--- src/rtl/ttt_tick_scheduler_if.sv ---
// Host-side handshakes of the tick scheduler: input token beats towards the core
// and captured core events back to the host.
interface ttt_tick_scheduler_if #(
  parameter int NUM_PROCESSORS = 10,
  parameter int NEW_TOKEN_BITS = 4
);
  localparam int PID_W = $clog2(NUM_PROCESSORS);

  logic                             in_valid;
  logic                             in_ready;
  logic [PID_W-1:0]                 in_processor_id;
  logic signed [NEW_TOKEN_BITS-1:0] in_good;
  logic signed [NEW_TOKEN_BITS-1:0] in_bad;
  logic                             ev_valid;
  logic                             ev_ready;
  logic [PID_W-1:0]                 ev_processor_id;
  logic [1:0]                       ev_startstop;

  modport master (
    output in_valid, in_processor_id, in_good, in_bad, ev_ready,
    input  in_ready, ev_valid, ev_processor_id, ev_startstop
  );

  modport slave (
    input  in_valid, in_processor_id, in_good, in_bad, ev_ready,
    output in_ready, ev_valid, ev_processor_id, ev_startstop
  );
endinterface

--- src/rtl/ttt_tick_scheduler.sv ---
// Drives the TTT core through one INPUT/UPDATE/OUTPUT tick per programmed period,
// forwarding host token beats and collecting core events into a one-entry slot.
module ttt_tick_scheduler #(
  parameter int NUM_PROCESSORS = 10,
  parameter int NEW_TOKEN_BITS = 4,
  localparam int PID_W = $clog2(NUM_PROCESSORS)
) (
  input  logic                             clock_fast,
  input  logic                             reset,
  input  logic                             run,
  input  logic [7:0]                       tick_period,
  ttt_tick_scheduler_if.slave              host,
  output logic [1:0]                       stage,
  output logic                             clock_slow,
  output logic [PID_W-1:0]                 core_processor_id,
  output logic signed [NEW_TOKEN_BITS-1:0] core_good_tokens,
  output logic signed [NEW_TOKEN_BITS-1:0] core_bad_tokens,
  input  logic                             core_output_valid,
  input  logic [1:0]                       core_token_startstop,
  output logic                             overrun
);
  typedef enum logic [1:0] {
    ST_INPUT  = 2'd0,
    ST_UPDATE = 2'd1,
    ST_OUTPUT = 2'd2,
    ST_IDLE   = 2'd3
  } state_t;

  localparam logic [PID_W-1:0] LAST_PID = PID_W'(NUM_PROCESSORS - 1);
  localparam logic [PID_W:0]   NUM_PIDS = (PID_W + 1)'(NUM_PROCESSORS);

  state_t           r_state;
  logic [7:0]       r_cnt;
  logic [PID_W-1:0] r_pid;
  logic [PID_W-1:0] r_acc;
  logic             r_done;
  logic             r_clock_slow;
  logic             r_overrun;
  logic             r_ev_valid;
  logic [PID_W-1:0] r_ev_pid;
  logic [1:0]       r_ev_code;

  logic [7:0] w_period;
  logic       w_start;
  logic       w_slot_free;
  logic       w_sample;
  logic       w_tick_end;
  logic       w_late;
  logic       w_in_forward;

  assign w_period     = (tick_period == 8'd0) ? 8'd1 : tick_period;
  assign w_start      = (r_state == ST_IDLE) && run && (r_cnt >= (w_period - 8'd1));
  assign w_slot_free  = !r_ev_valid || host.ev_ready;
  assign w_sample     = (r_state == ST_OUTPUT) && !r_done && w_slot_free;
  // The tick ends once every pid is sampled and the slot will be empty after this edge.
  assign w_tick_end   = (r_state == ST_OUTPUT) && w_slot_free &&
                        (r_done || ((r_pid == LAST_PID) && !core_output_valid));
  assign w_late       = ({1'b0, r_cnt} + 9'd1) > {1'b0, w_period};
  assign w_in_forward = (r_state == ST_INPUT) && host.in_valid &&
                        ({1'b0, host.in_processor_id} < NUM_PIDS);

  // Tick sequencer: phase state, pid scan, cycle counter, event slot and overrun flag.
  always_ff @(posedge clock_fast or negedge reset) begin
    if (!reset) begin
      r_state      <= ST_IDLE;
      r_cnt        <= 8'd0;
      r_pid        <= '0;
      r_acc        <= '0;
      r_done       <= 1'b0;
      r_clock_slow <= 1'b0;
      r_overrun    <= 1'b0;
      r_ev_valid   <= 1'b0;
      r_ev_pid     <= '0;
      r_ev_code    <= 2'd0;
    end else begin
      r_clock_slow <= 1'b0;
      if (r_cnt != 8'd255) begin
        r_cnt <= r_cnt + 8'd1;
      end
      if (w_tick_end && w_late) begin
        r_overrun <= 1'b1;
      end
      if (w_sample && core_output_valid) begin
        r_ev_valid <= 1'b1;
        r_ev_pid   <= r_pid;
        r_ev_code  <= core_token_startstop;
      end else if ((r_state == ST_OUTPUT) && w_slot_free) begin
        r_ev_valid <= 1'b0;
      end
      case (r_state)
        ST_IDLE: begin
          if (w_start) begin
            r_state      <= ST_INPUT;
            r_clock_slow <= 1'b1;
            r_cnt        <= 8'd0;
            r_acc        <= '0;
          end
        end
        ST_INPUT: begin
          if (!host.in_valid || (r_acc == LAST_PID)) begin
            r_state <= ST_UPDATE;
            r_pid   <= '0;
          end else begin
            r_acc <= r_acc + PID_W'(1);
          end
        end
        ST_UPDATE: begin
          if (r_pid == LAST_PID) begin
            r_state <= ST_OUTPUT;
            r_pid   <= '0;
            r_done  <= 1'b0;
          end else begin
            r_pid <= r_pid + PID_W'(1);
          end
        end
        ST_OUTPUT: begin
          if (w_tick_end) begin
            r_state <= ST_IDLE;
            r_pid   <= '0;
            r_done  <= 1'b0;
          end else if (w_sample) begin
            if (r_pid == LAST_PID) begin
              r_pid  <= '0;
              r_done <= 1'b1;
            end else begin
              r_pid <= r_pid + PID_W'(1);
            end
          end
        end
        default: begin
          r_state <= ST_IDLE;
        end
      endcase
    end
  end

  assign stage                = r_state;
  assign clock_slow           = r_clock_slow;
  assign overrun              = r_overrun;
  assign host.in_ready        = (r_state == ST_INPUT);
  assign host.ev_valid        = r_ev_valid;
  assign host.ev_processor_id = r_ev_pid;
  assign host.ev_startstop    = r_ev_code;
  assign core_processor_id    = (r_state == ST_INPUT) ? host.in_processor_id : r_pid;
  assign core_good_tokens     = w_in_forward ? host.in_good : '0;
  assign core_bad_tokens      = w_in_forward ? host.in_bad  : '0;
endmodule

--- src/flat_wrapper.sv ---
// flat-port wrapper written by rule: the top's interface ports become plain ports
module ttt_tick_scheduler_flat 
#(
  parameter int NUM_PROCESSORS = 10,
  parameter int NEW_TOKEN_BITS = 4,
  localparam int PID_W = $clog2(NUM_PROCESSORS)
)
  (clock_fast, reset, run, tick_period, stage, clock_slow, core_processor_id, core_good_tokens, core_bad_tokens, core_output_valid, core_token_startstop, overrun, host_in_valid, host_in_processor_id, host_in_good, host_in_bad, host_ev_ready, host_in_ready, host_ev_valid, host_ev_processor_id, host_ev_startstop);
  ttt_tick_scheduler_if #(.NUM_PROCESSORS(NUM_PROCESSORS), .NEW_TOKEN_BITS(NEW_TOKEN_BITS)) host_i ();
  input  logic clock_fast;
  input  logic reset;
  input  logic run;
  input  logic [7:0] tick_period;
  output logic [1:0] stage;
  output logic clock_slow;
  output logic [PID_W-1:0] core_processor_id;
  output logic signed [NEW_TOKEN_BITS-1:0] core_good_tokens;
  output logic signed [NEW_TOKEN_BITS-1:0] core_bad_tokens;
  input  logic core_output_valid;
  input  logic [1:0] core_token_startstop;
  output logic overrun;
  input wire logic [$bits(host_i.in_valid)-1:0] host_in_valid;
  input wire logic [$bits(host_i.in_processor_id)-1:0] host_in_processor_id;
  input wire logic [$bits(host_i.in_good)-1:0] host_in_good;
  input wire logic [$bits(host_i.in_bad)-1:0] host_in_bad;
  input wire logic [$bits(host_i.ev_ready)-1:0] host_ev_ready;
  output wire logic [$bits(host_i.in_ready)-1:0] host_in_ready;
  output wire logic [$bits(host_i.ev_valid)-1:0] host_ev_valid;
  output wire logic [$bits(host_i.ev_processor_id)-1:0] host_ev_processor_id;
  output wire logic [$bits(host_i.ev_startstop)-1:0] host_ev_startstop;
  assign host_i.in_valid = host_in_valid;
  assign host_i.in_processor_id = host_in_processor_id;
  assign host_i.in_good = host_in_good;
  assign host_i.in_bad = host_in_bad;
  assign host_i.ev_ready = host_ev_ready;
  assign host_in_ready = host_i.in_ready;
  assign host_ev_valid = host_i.ev_valid;
  assign host_ev_processor_id = host_i.ev_processor_id;
  assign host_ev_startstop = host_i.ev_startstop;
  ttt_tick_scheduler #(.NUM_PROCESSORS(NUM_PROCESSORS), .NEW_TOKEN_BITS(NEW_TOKEN_BITS)) u_core (.clock_fast(clock_fast), .reset(reset), .run(run), .tick_period(tick_period), .host(host_i), .stage(stage), .clock_slow(clock_slow), .core_processor_id(core_processor_id), .core_good_tokens(core_good_tokens), .core_bad_tokens(core_bad_tokens), .core_output_valid(core_output_valid), .core_token_startstop(core_token_startstop), .overrun(overrun));
endmodule
--- config.mk ---
export PLATFORM = sky130hd
export DESIGN_NAME = ttt_tick_scheduler_flat
export DESIGN_NICKNAME = d
export VERILOG_FILES = /design/src/rtl/ttt_tick_scheduler_if.sv /design/src/rtl/ttt_tick_scheduler.sv /design/src/flat_wrapper.sv
export SDC_FILE = /design/constraint.sdc
export NUM_CORES = 1
export LEC_CHECK = 0
export CAP_MARGIN = 20
export CORE_MARGIN = 2
export CORE_UTILIZATION = 30
export CTS_CLUSTER_DIAMETER = 150
export CTS_CLUSTER_SIZE = 40
export DETAILED_ROUTE_END_ITERATION = 7
export GPL_ROUTABILITY_DRIVEN = 0
export PLACE_DENSITY = 0.61
export SLEW_MARGIN = 25
export SYNTH_ARGS = -nofsm -noshare
export SYNTH_HDL_FRONTEND = slang
export SYNTH_SLANG_ARGS = --single-unit
export TNS_END_PERCENT = 30
--- constraint.sdc ---
create_clock -name clock_fast -period 3.1 [get_ports clock_fast]
set_clock_uncertainty 0.15 [all_clocks]
set_input_delay 0.31 -clock clock_fast [delete_from_list [all_inputs] [get_ports clock_fast]]
set_output_delay 0.31 -clock clock_fast [all_outputs]
set_load 0.1 [all_outputs]
==> results of run 1 <==
[worst max-delay path by stage]
stage | start | endpoint | slack, ns | depth (start not counted)
final | tick_period[4] | u_core.r_acc[0] | 0.22 | 12
after global routing | tick_period[4] | u_core.r_acc[3] | -0.003 | 16
after CTS | tick_period[3] | u_core.r_acc[0] | 0.07 | 12
after detailed placement | tick_period[2] | u_core.r_acc[0] | -0.36 | 15
after global placement | tick_period[3] | u_core.r_acc[0] | -0.30 | 15
after floorplan | tick_period[2] | u_core.r_acc[0] | -0.02 | 15
[where the power goes]
| group | internal [W] | leakage [nW] | switching [W] | total [W] |
|---|---|---|---|---|
| clock network | 0.000173 | 0.0357 | 0.000114 | 0.000287 |
| registers | 0.000511 | 0.359 | 0.000163 | 0.000673 |
| logic | 0.000705 | 1.02 | 0.00131 | 0.00201 |
[registers in the layout, indices dropped and copies added (netlist names)]
| signal | count |
|---|---|
| u_core.clock_slow | 1 |
| u_core.host.ev_processor_id | 4 |
| u_core.host.ev_startstop | 2 |
| u_core.host.ev_valid | 1 |
| u_core.overrun | 1 |
| u_core.r_acc | 4 |
| u_core.r_cnt | 8 |
| u_core.r_done | 1 |
| u_core.r_pid | 4 |
| u_core.stage | 2 |
[cells in the final DEF (no fill, tap or decap), types with 6 or more instances in the layout]
cell type,synthesis,routed
buf_4,0,39
dfrtp_1,26,26
nand2_1,24,23
ha_1,25,23
clkdlybuf4s50_1,0,23
inv_1,18,18
nor2_1,16,15
a21oi_1,14,14
mux2_2,10,10
nand3_1,10,9
and2_1,8,8
xnor2_1,7,7
xor2_1,6,6
o21ai_0,7,6
[worst max-delay path, delay by kind of cell]
kind / cells / cell delay [ns]
AOI/OAI and AO/OA: 4 / 0.86
and+or+nand+nor: 3 / 0.55
adders and majority gates: 2 / 0.49
buffers and inverters: 2 / 0.36
muxes: 1 / 0.31
[kinds of logic after synthesis]
| family | count (synthesis) | synth area share (%) |
|---|---|---|
| AND/OR/NAND/NOR | 84 | 20.2 |
| AO/OA/AOI/OAI | 44 | 13.9 |
| flip-flops | 28 | 33.6 |
| adder cells (fa/ha/maj) | 25 | 14.9 |
| buffers and inverters | 21 | 4.18 |
| multiplexers | 15 | 7.82 |
| XOR/XNOR | 13 | 5.43 |
[final cells by class]
| type | count | area share [%] |
|---|---|---|
| multi-input cells | 181 | 47.2 |
| flip-flops and latches | 28 | 24.0 |
| repair buffers | 67 | 19.9 |
| well taps | 96 | 4.11 |
| inverters | 18 | 2.31 |
| clock buffers | 3 | 1.41 |
| clock inverters | 1 | 1.03 |
[layer usage]
layer	vias up	wire (um)	global-route usage, %
met2	28	2300	21.1
met3	4	206	3.02
li1	942	-	-
met4	0	37	2.52
met1	878	2370	18.5
met5	-	0	0
[through the flow]
stage          total power (W)  std cells
2_1_floorplan          0.00218        230
5_1_grt                0.00320        394
4_1_cts                0.00297        394
3_5_place_dp           0.00265        389
6_report               0.00297        394
3_3_place_gp           0.00262        389
[repair_timing]
item                       4_1_cts  5_1_grt
pin swaps                        7        7
setup buffers                    1        0
gates resized for setup          5       10
setup endpoints to repair        5       15
==> results.rst, run 1 <==
.. list-table::
   :header-rows: 1

   * - Metric
     - Value
   * - Post-detail-place hpwl
     - 3870 um
   * - Peak Freq
     - 347 MHz
   * - Cell row count
     - 30
   * - GRT Resource Usage Total
     - 13.2%
   * - Number of vias per cell
     - 4.70
   * - Yosys Warn Count
     - 0
   * - Residual DRC
     - 0
   * - Instance area after placement
     - 2790 sq um
   * - Primary flip-flop cell chosen by synthesis mapping
     - dfrtp_1
   * - Highest fanout seen on the critical path
     - 2
   * - Max_slew headroom
     - between 70% and 80%
   * - Synthesis-to-finish area growth
     - 39.5%
   * - Initial core utilization
     - between 30% and 40%
   * - Cell types occupying the most area after synthesis
     - dfrtp_1 31%, ha_1 15%, mux2_2 5.4%, nand2_1 4.3%, a21oi_1 3.3%
   * - Number of sinks on the clock net
     - 28
   * - Mean area per synthesized cell
     - 9.11 sq um
   * - Netlist area before placement
     - between 2000 and 2500 sq um
   * - Count of max-cap constraint violations
     - 0
   * - Final critical delay including setup and external delays
     - 2.88 ns
   * - Die ar.
     - 7670 sq um
   * - Library cells used by synthesis
     - 44
   * - Overflow left after global routing
     - 0
   * - Cell taking the most area after synthesis
     - dfrtp_1
   * - Asr flop ratio synth
     - 100%
   * - Routed Wire Length
     - roughly 4900 um
   * - Number of cells on the worst reg-to-reg path
     - 8
   * - Register bit count reported by yosys
     - 28
   * - First-iteration detailed-routing DRC count
     - between 70 and 80
   * - Post-route cell area
     - 2920 sq um
   * - Final max-slew violation count
     - 0
   * - Startpoint type of the worst setup path
     - input port
   * - Multi-input gate area
     - 1380 sq um
   * - Final setup slack of the worst path
     - 0.220 ns
   * - Largest vdd supply drop
     - 0.000659 V
   * - Number of global-route vias before repair
     - 1848
   * - Wire length of the first global-routing pass
     - 8310 um
   * - Slowest CP cell
     - a211o_1
   * - Worst Hold Class
     - input port to asynchronous set/reset pin
   * - Final setup violating endpoints
     - 0
   * - Number of buffer cells added on primary ports
     - 51
   * - Pwr Density
     - 1020 nW/um^2
   * - Run status
     - complete, no violations
   * - Share of post-route cells with drive strength above 1
     - 24.2%
   * - Register-to-register setup slack
     - about 0.7 ns
   * - Clock root buffer
     - clkbuf_8
   * - Leading cell type by number of instances after synthesis
     - dfrtp_1
   * - WL/cell
     - 12.5 um
   * - WS Path Type
     - input port to flip-flop
   * - Core area
     - between 6000 and 7000 sq um
   * - Post-CTS Hold Buffers
     - 0
   * - Post-synth EDFFs
     - 0
   * - Number of instances in the synthesized netlist
     - 230
   * - Post-synthesis net count
     - 283
   * - Clock insertion delay at the later pin of the skew report
     - 0.27 ns
   * - Pin count of the biggest net entering global routing
     - 29
   * - Antenna Violating Nets Remaining
     - 0
   * - Sequential-to-total area share from yosys stat
     - 33.6%
   * - H-tree Lvls
     - 1
   * - Die width
     - 87.6 um
   * - Most prevalent standard cell on the critical path
     - a211oi_2
   * - Placement-stage worst setup slack
     - -0.355 ns
   * - Critical R2R Capture
     - u_core.r_acc[0]
   * - Slew of the pin with the lowest slew margin
     - between 0.4 and 0.5 ns
   * - Number of vias after detailed routing
     - 1852
   * - Worst path max stage delay
     - 0.32 ns
   * - Filler instances
     - 681
   * - Share of the cycle needed by the critical path after routing
     - between 90% and 100%
   * - WP data arrival
     - 2.89 ns
   * - Share of the core filled with cells
     - approximately 43%
   * - Required arrival time at the worst endpoint
     - 3.11 ns
   * - Maximum number of buffers from clock root to sink
     - 2
   * - Leakage Power
     - 1.42 nW
   * - Critical Path Sink Type
     - flip-flop
   * - Die Height
     - 87.6 um
   * - Area share of the largest cell type after synthesis
     - between 30% and 40%
   * - Top-level port count
     - 52
   * - First-pass DRT Iterations
     - 4
   * - Critical R2R Launch
     - u_core.r_cnt[0]
   * - Storage cell area
     - 703 sq um
   * - Total CTS buffers
     - 3
   * - Cell types with the highest counts after synthesis
     - 26 x dfrtp_1, 25 x ha_1, 24 x nand2_1
   * - Clock slew at reported path FFs
     - 0.09 ns
   * - Fin Setup TNS
     - 0 ns
   * - Chain of cells forming the critical path
     - dlygate4sd2_1 > nor4_4 > nand3_2 > o21bai_4 > inv_1 > ha_4 > ha_1 > a211o_1 > a211oi_2 > a211oi_2 > nand2_1 > mux2_1
   * - Antenna violations before repair
     - 0
   * - Final antenna diode count
     - 0
   * - Hold WS
     - around 0.25 ns
   * - Nets@finish
     - 352
   * - CTS tree
     - done
   * - Final Hold Viols
     - 0
Power figures use the tool's default switching activity.
==> run 2, diff against run 1 <==
Settings changed: CORE_MARGIN 2 to not set.
==> results.rst, run 2 (synthesis results as in run 1) <==
.. list-table::
   :header-rows: 1

   * - Metric
     - Value
   * - Die ar.
     - 7320 sq um (-4.5%)
   * - Met1 routed wirelength after detailed routing
     - 2330 um (-1.8%)
   * - Largest vdd supply drop
     - 0.000685 V (+3.8%)
   * - Final critical delay including setup and external delays
     - 2.92 ns (+0.0373 ns)
   * - Count of max-cap constraint violations
     - 0 (unchanged)
   * - Required arrival time at the worst endpoint
     - 3.15 ns (+0.04 ns)
   * - Filler instances
     - 661 (-2.9%)
   * - Run status
     - complete, no violations
   * - Critical Path Sink Type
     - flip-flop
   * - Critical R2R Capture
     - u_core.r_acc[0]
   * - Number of global-route vias before repair
     - 1788 (-3.2%)
   * - Cell row count
     - 30 (unchanged)
   * - Met2 WL
     - 2270 um (-1.5%)
   * - Overflow left after global routing
     - 0 (unchanged)
   * - Routed Wire Length
     - 4810 um (-2.0%)
   * - Share of the cycle needed by the critical path after routing
     - 94.1% (+1.2 points)
   * - Core area
     - 6760 sq um (-0.55%)
   * - Synthesis-to-finish area growth
     - 36.9%
   * - Uppermost metal layer occupied by signal nets
     - met4
   * - WL/cell
     - 12.7 um (+2.1%)
   * - Number of cells on the worst reg-to-reg path
     - 8 (unchanged)
   * - Pin count of the biggest net entering global routing
     - 29 (unchanged)
   * - Hold WS
     - 0.252 ns (-0.000712 ns)
   * - H-tree Lvls
     - 1 (unchanged)
   * - Unrepaired setup endpoints after global routing
     - no
   * - CTS tree
     - done
   * - Final antenna diode count
     - 0 (unchanged)
   * - Post-detail-place hpwl
     - 3840 um (-0.73%)
   * - Leading cell type in the layout, fill and taps excluded
     - buf_4
   * - Max FFs per register
     - 8 (unchanged)
   * - Final setup violating endpoints
     - 0 (unchanged)
   * - Endpoint of the most critical setup path
     - u_core.r_cnt[6]
   * - Antenna violations before repair
     - 0 (unchanged)
   * - Share of post-route cells with drive strength above 1
     - 22.8% (-1.3 points)
   * - First-pass DRT Iterations
     - 6 (+2)
   * - Die width
     - 85.6 um (-2.3%)
   * - Clock slew at reported path FFs
     - 0.09 ns (about the same)
   * - Critical R2R Launch
     - u_core.r_cnt[0]
   * - Clock root buffer
     - clkbuf_8
   * - Initial core utilization
     - 31.0% (+0.17 points)
   * - Share of the core filled with cells
     - 42.5% (-0.58 points)
   * - Maximum number of buffers from clock root to sink
     - 2 (unchanged)
   * - Final max-slew violation count
     - 0 (unchanged)
   * - Number of cells after detailed placement
     - 373 (-4.1%)
   * - Number of vias per cell
     - 4.95 (+5.2%)
   * - Number of sinks on the clock net
     - 28 (unchanged)
   * - Number of buffer cells added on primary ports
     - 51 (unchanged)
   * - First element of the critical path
     - tick_period[1]
   * - Max_slew headroom
     - 70.5% (+0.075 points)
   * - Die Height
     - 85.6 um (-2.3%)
   * - WS Path Type
     - input port to flip-flop
   * - First-iteration detailed-routing DRC count
     - 60 (-19%)
   * - Worst Hold Class
     - input port to asynchronous set/reset pin
   * - Clock insertion delay at the later pin of the skew report
     - 0.28 ns (about the same)
   * - Top-level port count
     - 52 (unchanged)
   * - Leakage Power
     - 1.43 nW (+0.81%)
   * - Met3 WL
     - 189 um (-8.3%)
   * - Final Instance Count excl. Fillers
     - 378 (-4.1%)
   * - Register with the highest flop count
     - u_core.r_cnt
   * - GRT Resource Usage Total
     - 13.5% (+0.28 points)
   * - Wire length of the first global-routing pass
     - 8140 um (-2.1%)
   * - Antenna Violating Nets Remaining
     - 0 (unchanged)
   * - Peak Freq
     - 343 MHz (-1.3%)
   * - Register-to-register setup slack
     - 0.62 ns (-0.08 ns)
   * - WP data arrival
     - 2.97 ns (+0.08 ns)
   * - Slew of the pin with the lowest slew margin
     - 0.442 ns (-0.00113 ns)
   * - Residual DRC
     - 0 (unchanged)
   * - Startpoint type of the worst setup path
     - input port
   * - Most frequent cells in the layout
     - 39 x buf_4, 26 x dfrtp_1, 24 x nand2_1
   * - Highest fanout seen on the critical path
     - 8 (+6)
   * - Total CTS buffers
     - 3 (unchanged)
   * - Pwr Density
     - 1030 nW/um^2 (+1.5%)
   * - Final Hold Viols
     - 0 (unchanged)
   * - Number of vias after detailed routing
     - 1870 (+0.97%)
   * - Nets@finish
     - 352 (unchanged)
-- run 2: worst min path at each step --
| stage | start | to | depth (start not counted) |
|---|---|---|---|
| after global placement | u_core.host.ev_processor_id[1] | u_core.host.ev_processor_id[1] | 2 |
| after floorplan | reset | u_core.clock_slow | 0 |
| after global routing | reset | u_core.r_acc[1] | 2 |
| final | reset | u_core.r_acc[1] | 2 |
| after detailed placement | u_core.host.ev_processor_id[1] | u_core.host.ev_processor_id[1] | 2 |
| after CTS | reset | u_core.host.ev_processor_id[2] | 2 |
-- run 2: what timing repair did --
item,in CTS,in global routing
resized for setup,1,7
buffers inserted,0,1
pin swaps,0,7
setup endpoints to repair,4,14
hold buffers,0,0
-- run 2: stage by stage --
stage	total power, W	cell area, sq um	setup slack [ns]	TNS, ns
2_1_floorplan	0.00218	2110	-0.0161	-0.0161
3_3_place_gp	0.00263	2770	-0.272	-2.93
3_5_place_dp	0.00265	2770	-0.361	-3.95
4_1_cts	0.00296	2840	0.00223	0
5_1_grt	0.00316	2870	0.0221	0
6_report	0.00296	2870	0.182	0
-- run 2: worst max-delay path: stages --
cell	delay (ns)
clkdlybuf4s50_1	0.47
inv_1	0.05
nand3_1	0.11
o21bai_2	0.10
buf_4	0.15
nor4b_2	0.28
xnor2_1	0.17
ha_1	0.27
a21oi_1	0.15
o21ai_1	0.10
nor2_1	0.20
o21ai_1	0.10
and3_1	0.24
buf_12	0.15
a21oi_1	0.11
-- run 2: area by class of cell --
cell class	instances	area [sq um]	area share, %
clock inverters	1	30.0	1.05
clock buffers	3	41.3	1.44
repair buffers	67	593	20.7
multi-input cells	181	1330	46.5
well taps	80	100	3.49
flip-flops and latches	28	703	24.5
inverters	18	67.6	2.35
-- run 2: per-layer routing --
layer  up-vias  GRT usage (%)
met4         0           2.27
li1        944              -
met3         2           1.92
met1       887           18.5
met5         -              0
met2        37           22.9
-- run 2: power breakdown --
| part | switching (W) | leakage (nW) | internal (W) |
|---|---|---|---|
| Sequential | 0.000167 | 0.359 | 0.000510 |
| Clock | 0.000116 | 0.0357 | 0.000173 |
| Combinational | 0.00129 | 1.04 | 0.000697 |
